`src/rtl/bist_pkg.sv`:
```
// Shared definitions for the March C- BIST sequencer: FSM states and per-element
// march tables (direction, op count, read-expect and write values).
package bist_pkg;

    typedef enum logic [1:0] {
        ST_IDLE = 2'd0,
        ST_RUN  = 2'd1,
        ST_CMP  = 2'd2,
        ST_DONE = 2'd3
    } bist_state_t;

    localparam int unsigned MARCH_NUM_ELEM  = 6;
    localparam logic [2:0]  MARCH_LAST_ELEM = 3'(MARCH_NUM_ELEM - 1);

    // Bit e of each table describes march element e (M0..M5)
    localparam logic [7:0] ELEM_DOWN    = 8'b0011_1000;
    localparam logic [7:0] ELEM_TWO_OPS = 8'b0001_1110;
    localparam logic [7:0] READ_EXPECT  = 8'b0001_0100;
    localparam logic [7:0] WRITE_VALUE  = 8'b0000_1010;

    function automatic logic [1:0] elem_op_count(input logic [2:0] elem);
        return ELEM_TWO_OPS[elem] ? 2'd2 : 2'd1;
    endfunction

    // Two-op elements read first; M0 only writes, M5 only reads
    function automatic logic op_is_read(input logic [2:0] elem, input logic op_idx);
        if (ELEM_TWO_OPS[elem]) begin
            return !op_idx;
        end
        return elem == MARCH_LAST_ELEM;
    endfunction

    function automatic logic op_value(input logic [2:0] elem, input logic op_idx);
        return op_is_read(elem, op_idx) ? READ_EXPECT[elem] : WRITE_VALUE[elem];
    endfunction

    function automatic logic op_is_last(input logic [2:0] elem, input logic op_idx);
        return {1'b0, op_idx} == (elem_op_count(elem) - 2'd1);
    endfunction

endpackage

```
`src/rtl/bist_addr_gen.sv`:
```
// Address walker for one march element: loads 0 or N-1, steps up or down,
// and flags the final address of the current direction.
module bist_addr_gen #(
    parameter int ADDR_W = 4
) (
    input  logic              clk_in,
    input  logic              reset_n,
    input  logic              load,
    input  logic              load_down,
    input  logic              step,
    input  logic              down,
    output logic [ADDR_W-1:0] addr,
    output logic              last
);

    always_ff @(posedge clk_in) begin
        if (!reset_n) begin
            addr <= '0;
        end else if (load) begin
            addr <= load_down ? '1 : '0;
        end else if (step) begin
            addr <= down ? addr - ADDR_W'(1) : addr + ADDR_W'(1);
        end
    end

    assign last = down ? (addr == '0) : (addr == '1);

endmodule

```
`src/rtl/march_bist_ctrl.sv`:
```
// March C- BIST sequencer: walks six march elements over the RAM, compares each
// read one cycle later and latches the first failing address and element.
module march_bist_ctrl
    import bist_pkg::*;
#(
    parameter int ADDR_W = 4,
    parameter int DATA_W = 8
) (
    input  logic              clk_in,
    input  logic              reset_n,
    input  logic              start,
    input  logic              tick_en,
    input  logic [DATA_W-1:0] ram_rdata,
    output logic [ADDR_W-1:0] ram_addr,
    output logic              ram_we,
    output logic              ram_re,
    output logic [DATA_W-1:0] ram_wdata,
    output logic              busy,
    output logic              done,
    output logic              fail,
    output logic [ADDR_W-1:0] fail_addr,
    output logic [2:0]        fail_elem
);

    bist_state_t       state;
    logic [2:0]        elem;
    logic              op_idx;
    logic [ADDR_W-1:0] addr;
    logic              addr_last;
    logic              cur_read, cur_val, last_op;
    logic              issue, rd_match, advance, elem_end, start_ok;
    logic              ag_load, ag_load_down, ag_step;

    always_comb begin
        cur_read     = op_is_read(elem, op_idx);
        cur_val      = op_value(elem, op_idx);
        last_op      = op_is_last(elem, op_idx);
        issue        = (state == ST_RUN) && tick_en;
        rd_match     = (ram_rdata == {DATA_W{cur_val}});
        // Writes advance on issue; reads advance only after a matching compare
        advance      = (issue && !cur_read) || ((state == ST_CMP) && rd_match);
        elem_end     = advance && last_op && addr_last;
        start_ok     = start && ((state == ST_IDLE) || (state == ST_DONE));
        ag_load      = start_ok || (elem_end && (elem != MARCH_LAST_ELEM));
        ag_load_down = !start_ok && ELEM_DOWN[elem + 3'd1];
        ag_step      = advance && last_op && !addr_last;
    end

    bist_addr_gen #(
        .ADDR_W(ADDR_W)
    ) u_addr_gen (
        .clk_in    (clk_in),
        .reset_n   (reset_n),
        .load      (ag_load),
        .load_down (ag_load_down),
        .step      (ag_step),
        .down      (ELEM_DOWN[elem]),
        .addr      (addr),
        .last      (addr_last)
    );

    always_ff @(posedge clk_in) begin
        if (!reset_n) begin
            state     <= ST_IDLE;
            elem      <= '0;
            op_idx    <= 1'b0;
            fail      <= 1'b0;
            fail_addr <= '0;
            fail_elem <= '0;
        end else begin
            if (advance) begin
                op_idx <= !last_op;
                if (elem_end && (elem != MARCH_LAST_ELEM)) begin
                    elem <= elem + 3'd1;
                end
            end
            case (state)
                ST_IDLE, ST_DONE: begin
                    if (start) begin
                        state     <= ST_RUN;
                        elem      <= '0;
                        op_idx    <= 1'b0;
                        fail      <= 1'b0;
                        fail_addr <= '0;
                        fail_elem <= '0;
                    end
                end
                ST_RUN: begin
                    if (issue && cur_read) begin
                        state <= ST_CMP;
                    end
                end
                ST_CMP: begin
                    if (!rd_match) begin
                        state     <= ST_DONE;
                        fail      <= 1'b1;
                        fail_addr <= addr;
                        fail_elem <= elem;
                    end else if (elem_end && (elem == MARCH_LAST_ELEM)) begin
                        state <= ST_DONE;
                    end else begin
                        state <= ST_RUN;
                    end
                end
                default: state <= ST_IDLE;
            endcase
        end
    end

    assign ram_addr  = addr;
    assign ram_re    = issue && cur_read;
    assign ram_we    = issue && !cur_read;
    assign ram_wdata = (state == ST_RUN) ? {DATA_W{cur_val}} : '0;
    assign busy      = (state == ST_RUN) || (state == ST_CMP);
    assign done      = (state == ST_DONE);

endmodule
```
`config.mk`:
```
export PLATFORM = sky130hd
export DESIGN_NAME = march_bist_ctrl
export DESIGN_NICKNAME = d
export VERILOG_FILES = /design/src/rtl/bist_pkg.sv /design/src/rtl/bist_addr_gen.sv /design/src/rtl/march_bist_ctrl.sv
export SDC_FILE = /design/constraint.sdc
export NUM_CORES = 1
export LEC_CHECK = 0
export ABC_AREA = 1
export CAP_MARGIN = 5
export CORE_MARGIN = 3
export CORE_UTILIZATION = 40
export CTS_CLUSTER_SIZE = 16
export DETAILED_ROUTE_END_ITERATION = 10
export GPL_ROUTABILITY_DRIVEN = 0
export PLACE_DENSITY_LB_ADDON = 0.1
export SETUP_SLACK_MARGIN = 0.05
export SYNTH_ARGS = -nofsm -noshare
export SYNTH_HDL_FRONTEND = slang
export SYNTH_SLANG_ARGS = --single-unit
```
`constraint.sdc`:
```
create_clock -name clk_in -period 1.7 [get_ports clk_in]
set_clock_uncertainty 0.05 [all_clocks]
set_input_delay 0.34 -clock clk_in [delete_from_list [all_inputs] [get_ports clk_in]]
set_output_delay 0.34 -clock clk_in [all_outputs]
set_load 0.01 [all_outputs]
```
==> results.sh <==
export IMPL_cts_h_tree_lvls=1
export IMPL_flow_area_growth_from_synthesis_pct=71.06
export IMPL_max_stage_delay_ns=0.35
export IMPL_wire_per_inst_um=11.83
export IMPL_dieWidth_um=64.90
export IMPL_clk_latency_ns=0.31
export IMPL_peakVddDrop_uv=533.4
export IMPL_pwr_density_cell_nw_per_um2=807.1
export IMPL_period_share=1.153
export IMPL_ff2ff_setup_slack_ns=-0.26
export IMPL_vias=1499
export IMPL_synthesis_area_per_instance_um2=6.671
export IMPL_antenna_found_initial=0
export IMPL_post_drt_via_cell_ratio=4.714
export IMPL_critical_path_required_ns=1.87
export IMPL_finalNetCount=297
export IMPL_layout_cells_most_common_list="sky130_fd_sc_hd__nand2_1, sky130_fd_sc_hd__buf_4, sky130_fd_sc_hd__nor2_1"
export IMPL_worst_slew_pin_slew_ns=0.3379
export IMPL_synthDistinctLibCells=22
export IMPL_grt_first_pass_wirelength_um=6182
export IMPL_synth_yosys_seq_area_share=0.3174
export IMPL_hold_path_class="flop to flop"
export IMPL_top_level_ports=36
export IMPL_violations="setup timing"
export IMPL_maxClockFrequency_ghz=0.5103
export IMPL_drv_cap=0
export IMPL_power_total_mw=1.916
export IMPL_post_route_cells_drive_above_1_share=0.4526
export IMPL_layout_cells_most_common="sky130_fd_sc_hd__nand2_1"
export IMPL_cp_buffers_inverters=2
export IMPL_reg2regPathDepth=18
export IMPL_dpl_instance_area_um2=1984
export IMPL_die_h_um=64.90
export IMPL_total_global_routing_track_utilization=0.1826
export IMPL_regToRegStartpoint="elem[1]$_SDFF_PN0_"
export IMPL_path_clk_slew_ns=0.12
export IMPL_rows=20
export IMPL_critical_path_most_common_cell="sky130_fd_sc_hd__nand2_4"
export IMPL_cpMaxStageDelayCell="sky130_fd_sc_hd__dfxtp_2"
export IMPL_timing_critical_path_max_delay_family="simple AND/OR/NAND/NOR gates"
export IMPL_post_dp_hpwl_um=2632
export IMPL_remaining_antenna_violation_count=0
export IMPL_synthesized_netlist_net_count=230
export IMPL_yosysWarningCount=0
export IMPL_clock_sinks=22
export IMPL_syn_inst=208
export IMPL_report_final_hold_viol_count=0
export IMPL_crit_cells=18
export IMPL_design_area_um2=2374
export IMPL_rsz_0062_raised_after_global_routing="true"
export IMPL_antenna_cells=0
export IMPL_synth_ff_latch_count=22
export IMPL_crit_path_cell_trace="inv_2, ha_4, nand2_4, nand2_4, nand2_4, nand2_4, nand2_2, nand2_2, nand2_2, nand2_4, nand2_4, nand4_4, nand2_4, inv_4, nand2_4, nand2_4, nor2_2, nor2_1"
export IMPL_remaining_drc_errors=0
export IMPL_tritoncts_clock_tree="yes"
export IMPL_first_global_vias=1398
export IMPL_worst_slew_margin_rel=0.7733
export IMPL_floorplan_die_area_um2=4211
export IMPL_critical_path_reg2reg_endpoint="u_addr_gen.addr[3]$_SDFFE_PN0P_"
export IMPL_crit_arrival_ns=2.13
export IMPL_worst_setup_path_startpoint="elem[1]$_SDFF_PN0_"
export IMPL_postLayoutCoreUtil=0.7469
export IMPL_p_leak_nw=1.272
export IMPL_setup_worst_path_end_class="flop"
export IMPL_cts_root_buf="sky130_fd_sc_hd__clkbuf_4"
export IMPL_post_route_min_period_ns=1.959
export IMPL_crit_end="u_addr_gen.addr[3]$_SDFFE_PN0P_"
export IMPL_mappedNetlistArea_um2=1388
export IMPL_worst_setup_path_type="flop to flop"
export IMPL_number_of_iterations_in_the_first_detailed_routing_pass=4
export IMPL_cts_buffer_depth=2
export IMPL_tritoncts_num_buffers=3
export IMPL_initialDrtViolationCount=72
export IMPL_pin_count_of_the_biggest_net_entering_global_routing=13
export IMPL_floorplan_initialDensity=0.4366
export IMPL_ctsHoldBuffers=0
export IMPL_outcome="finished with violations"
export IMPL_place_port_buffers=35
export IMPL_core_area_um2=3178
export IMPL_critical_path_max_fanout=5
export IMPL_detail_route_wirelength_um=3762
export IMPL_grt_residual_overflow=0
export IMPL_critical_path_startpoint_type="flop"
export IMPL_number_of_filler_instances_in_the_final_layout=242
export IMPL_timing_final_ws_setup_ns=-0.2595
export IMPL_maxSlewViolCount=0
export IMPL_setup_viol=31
## how the worst min path moves through the flow
stage                                   start                               to  depth (start not counted)
CTS                 fail_addr[0]$_SDFFE_PN0P_        fail_addr[0]$_SDFFE_PN0P_                          2
detailed placement  fail_addr[0]$_SDFFE_PN0P_        fail_addr[0]$_SDFFE_PN0P_                          2
global placement    fail_elem[0]$_SDFFE_PN0P_        fail_elem[0]$_SDFFE_PN0P_                          2
global route                fail$_SDFFE_PN0P_                fail$_SDFFE_PN0P_                          2
floorplan                             reset_n  u_addr_gen.addr[0]$_SDFFE_PN0P_                          2
finish              fail_elem[1]$_SDFFE_PN0P_        fail_elem[1]$_SDFFE_PN0P_                          2
## layout make-up
cell class / count / area [um^2] / area share
timing repair buffer: 69 / 656.9 / 0.2768
multi-input combinational: 147 / 1032 / 0.4349
sequential: 22 / 460.4 / 0.1940
inverter: 32 / 132.6 / 0.05588
clock buffer: 4 / 36.28 / 0.01529
tap: 44 / 55.05 / 0.02319
## layer usage
layer	GRT usage	vias to the layer above	part of all wire
met3	0.03640	5	0.036
met4	0.03166	0	0.0064
met2	0.3078	27	0.50
li1	-	770	-
met5	0	-	0
met1	0.2428	697	0.46
## cell usage after synthesis
| cell | number | area [um^2] |
|---|---|---|
| sky130_fd_sc_hd__nor2_2 | 1 | 6.260 |
| sky130_fd_sc_hd__nor2_1 | 31 | 116.4 |
| sky130_fd_sc_hd__nor3_1 | 2 | 10.01 |
| sky130_fd_sc_hd__nand4_2 | 1 | 12.51 |
| sky130_fd_sc_hd__ha_1 | 9 | 112.6 |
| sky130_fd_sc_hd__dfxtp_1 | 22 | 440.4 |
| sky130_fd_sc_hd__clkinv_1 | 1 | 3.750 |
| sky130_fd_sc_hd__inv_1 | 30 | 112.6 |
| sky130_fd_sc_hd__xor2_1 | 1 | 8.760 |
| sky130_fd_sc_hd__nand4_1 | 3 | 18.77 |
| sky130_fd_sc_hd__nand2_1 | 53 | 198.9 |
| sky130_fd_sc_hd__nand3_4 | 1 | 17.52 |
| sky130_fd_sc_hd__nand3_1 | 13 | 65.06 |
| sky130_fd_sc_hd__buf_4 | 7 | 52.55 |
| sky130_fd_sc_hd__nand2_2 | 9 | 56.30 |
| sky130_fd_sc_hd__inv_2 | 1 | 3.750 |
| sky130_fd_sc_hd__o21ai_0 | 4 | 20.02 |
| sky130_fd_sc_hd__xnor2_1 | 2 | 17.52 |
| sky130_fd_sc_hd__fa_1 | 1 | 20.02 |
| sky130_fd_sc_hd__a21oi_1 | 13 | 65.06 |
| sky130_fd_sc_hd__o22ai_1 | 1 | 6.260 |
| sky130_fd_sc_hd__nand2_4 | 2 | 22.52 |
## worst register-to-register path: stages (launching register included)
cell and delay [ns]:
sky130_fd_sc_hd__dfxtp_2 0.35, sky130_fd_sc_hd__inv_2 0.05, sky130_fd_sc_hd__ha_4 0.15, sky130_fd_sc_hd__nand2_4 0.06
sky130_fd_sc_hd__nand2_4 0.06, sky130_fd_sc_hd__nand2_4 0.07, sky130_fd_sc_hd__nand2_4 0.06, sky130_fd_sc_hd__nand2_2 0.07
sky130_fd_sc_hd__nand2_2 0.05, sky130_fd_sc_hd__nand2_2 0.08, sky130_fd_sc_hd__nand2_4 0.08, sky130_fd_sc_hd__nand2_4 0.09
sky130_fd_sc_hd__nand4_4 0.16, sky130_fd_sc_hd__nand2_4 0.16, sky130_fd_sc_hd__inv_4 0.06, sky130_fd_sc_hd__nand2_4 0.07
sky130_fd_sc_hd__nand2_4 0.08, sky130_fd_sc_hd__nor2_2 0.09, sky130_fd_sc_hd__nor2_1 0.04
## cell families after synthesis
family,synth area share
simple gates,0.3778
buf+inv,0.1244
flops,0.3174
compound gates,0.06583
fa+ha+maj,0.09558
xor+xnor,0.01894
## through the flow
stage	hold slack [ns]	cells	setup WS (ns)	setup TNS (ns)
after floorplan	0.4162	208	-0.1390	-0.9034
after global placement	0.4029	304	-0.4063	-8.903
after detailed placement	0.4024	304	-0.4159	-9.315
after CTS	0.4204	314	-0.2556	-5.302
after global routing	0.4455	318	-0.4026	-9.688
final	0.4272	318	-0.2595	-6.171
## what timing repair did
action,CTS,global route
endpoints found under the hold margin,0,0
pin swaps,14,19
buffers inserted,7,6
setup endpoints to repair,36,38
gates cloned,0,0
gates resized for setup,94,54
## power breakdown
part | internal (mW) | leakage, nW | switching, mW
clock network | 0.131 | 0.0210 | 0.155
logic | 0.465 | 1.07 | 0.521
registers | 0.581 | 0.183 | 0.0620
total | 1.18 | 1.27 | 0.739
No activity file was read; power rests on OpenSTA's default activity.
==> patch (same flow settings) <==
`ADDR_W` is set to 4 in 2 places; all go to 6.
--- a/src/rtl/bist_addr_gen.sv
+++ b/src/rtl/bist_addr_gen.sv
@@ -3,3 +3,3 @@
 module bist_addr_gen #(
-    parameter int ADDR_W = 4
+    parameter int ADDR_W = 6
 ) (
--- a/src/rtl/march_bist_ctrl.sv
+++ b/src/rtl/march_bist_ctrl.sv
@@ -5,3 +5,3 @@
 #(
-    parameter int ADDR_W = 4,
+    parameter int ADDR_W = 6,
     parameter int DATA_W = 8
Ports: changed (resized fail_addr and ram_addr); port bits go from 36 to 40. The function was not compared with the original's and may differ.
==> patch against the original RTL <==
Critical endpoint is now u_addr_gen.addr[0]$_SDFFE_PN0P_; sequential power is 15% higher; worst setup slack better by 0.039 ns; total power is 24% higher; largest power group unchanged; final cell count is 15% higher; design area is 13% higher; the run still ends with negative setup slack left; area after synthesis is 21% higher; sequential cell count is 4 higher; wire length is 13% higher; global-route usage is 1.5 points lower.
==> patch: results (changes against the original RTL) <==
Synthesized Nets 267 (was 230); pin count of the biggest net entering global routing 16 (was 13); Filler cells 325 (was 242); num tapcells 48 (was 44); Compound-Gate Fraction of Synth Area 7.36% (was 6.58%); Seq area share 19.9% (was 19.4%); vias post-DR 1712 (was 1499); register area share after synthesis 30.9% (was 31.7%); Critical Path Sink u_addr_gen.addr[0]$_SDFFE_PN0P_ (was u_addr_gen.addr[3]$_SDFFE_PN0P_); Clk pin slew, worst setup/hold paths 0.09 ns (was 0.12 ns); Port Buffers 39 (was 35); final setup fails 34 (was 31); Lkg Pwr 1.32 nW (was 1.27 nW); GRT Total Usage 16.8% (was 18.3%); Peak VDD IR 0.978 mV (was 0.533 mV); WL/cell 11.6 microns (was 11.8 microns); Setup WS pre-CTS -0.470 ns (was -0.416 ns); Synth cell types 26 (was 22); #MultiIn Comb 174 (was 147); Setup WS post-layout -0.220 ns (was -0.259 ns); Setup TNS -3.93 ns (was -6.17 ns); CP max FO 7 (was 5); DP HPWL 3.13 mm (was 2.63 mm); multi-input combinational area share 43.1% (was 43.5%); Critical Path AT 2.04 ns (was 2.13 ns); Post-Synth Adder-Cell Area 9.36% (was 9.56%); Slew @ Worst Pin 0.413 ns (was 0.338 ns); FF+latch area 533 sq um (was 460 sq um); non-clock buffer count 79 (was 69); clock sinks 26 (was 22); violated checks negative setup slack (unchanged); first-pass GRT wire length 7.07 mm (was 6.18 mm); commonest cells in the netlist nand2_1 (57), nor2_1 (39), inv_1 (29) (was nand2_1 (53), nor2_1 (31), inv_1 (30)); outcome complete, but fails checks (unchanged); non-filler cells, final 365 (was 318)
==> patch: worst min-delay path by stage <==
stage	to	slack [ns]
2_1_floorplan	fail_elem[1]$_SDFFE_PN0P_	0.42
3_3_place_gp	fail_addr[3]$_SDFFE_PN0P_	0.40
3_5_place_dp	fail_addr[0]$_SDFFE_PN0P_	0.40
4_1_cts	fail_addr[0]$_SDFFE_PN0P_	0.42
5_1_grt	fail_addr[4]$_SDFFE_PN0P_	0.45
6_report	fail_addr[0]$_SDFFE_PN0P_	0.42
==> patch: routing by layer <==
metal  track usage [%]  up-vias  wire length (microns)
met1              23.5      767                   2000
li1                  -      911                      -
met4              1.88        0                     23
met5                 0        -                      0
met3              3.13        2                    189
met2              27.7       32                   2030
==> patch: power by group <==
group / switching, mW / internal (mW) / total [mW]
clock: 0.193 / 0.315 / 0.507
sequential: 0.0625 / 0.679 / 0.741
combinational: 0.589 / 0.535 / 1.12
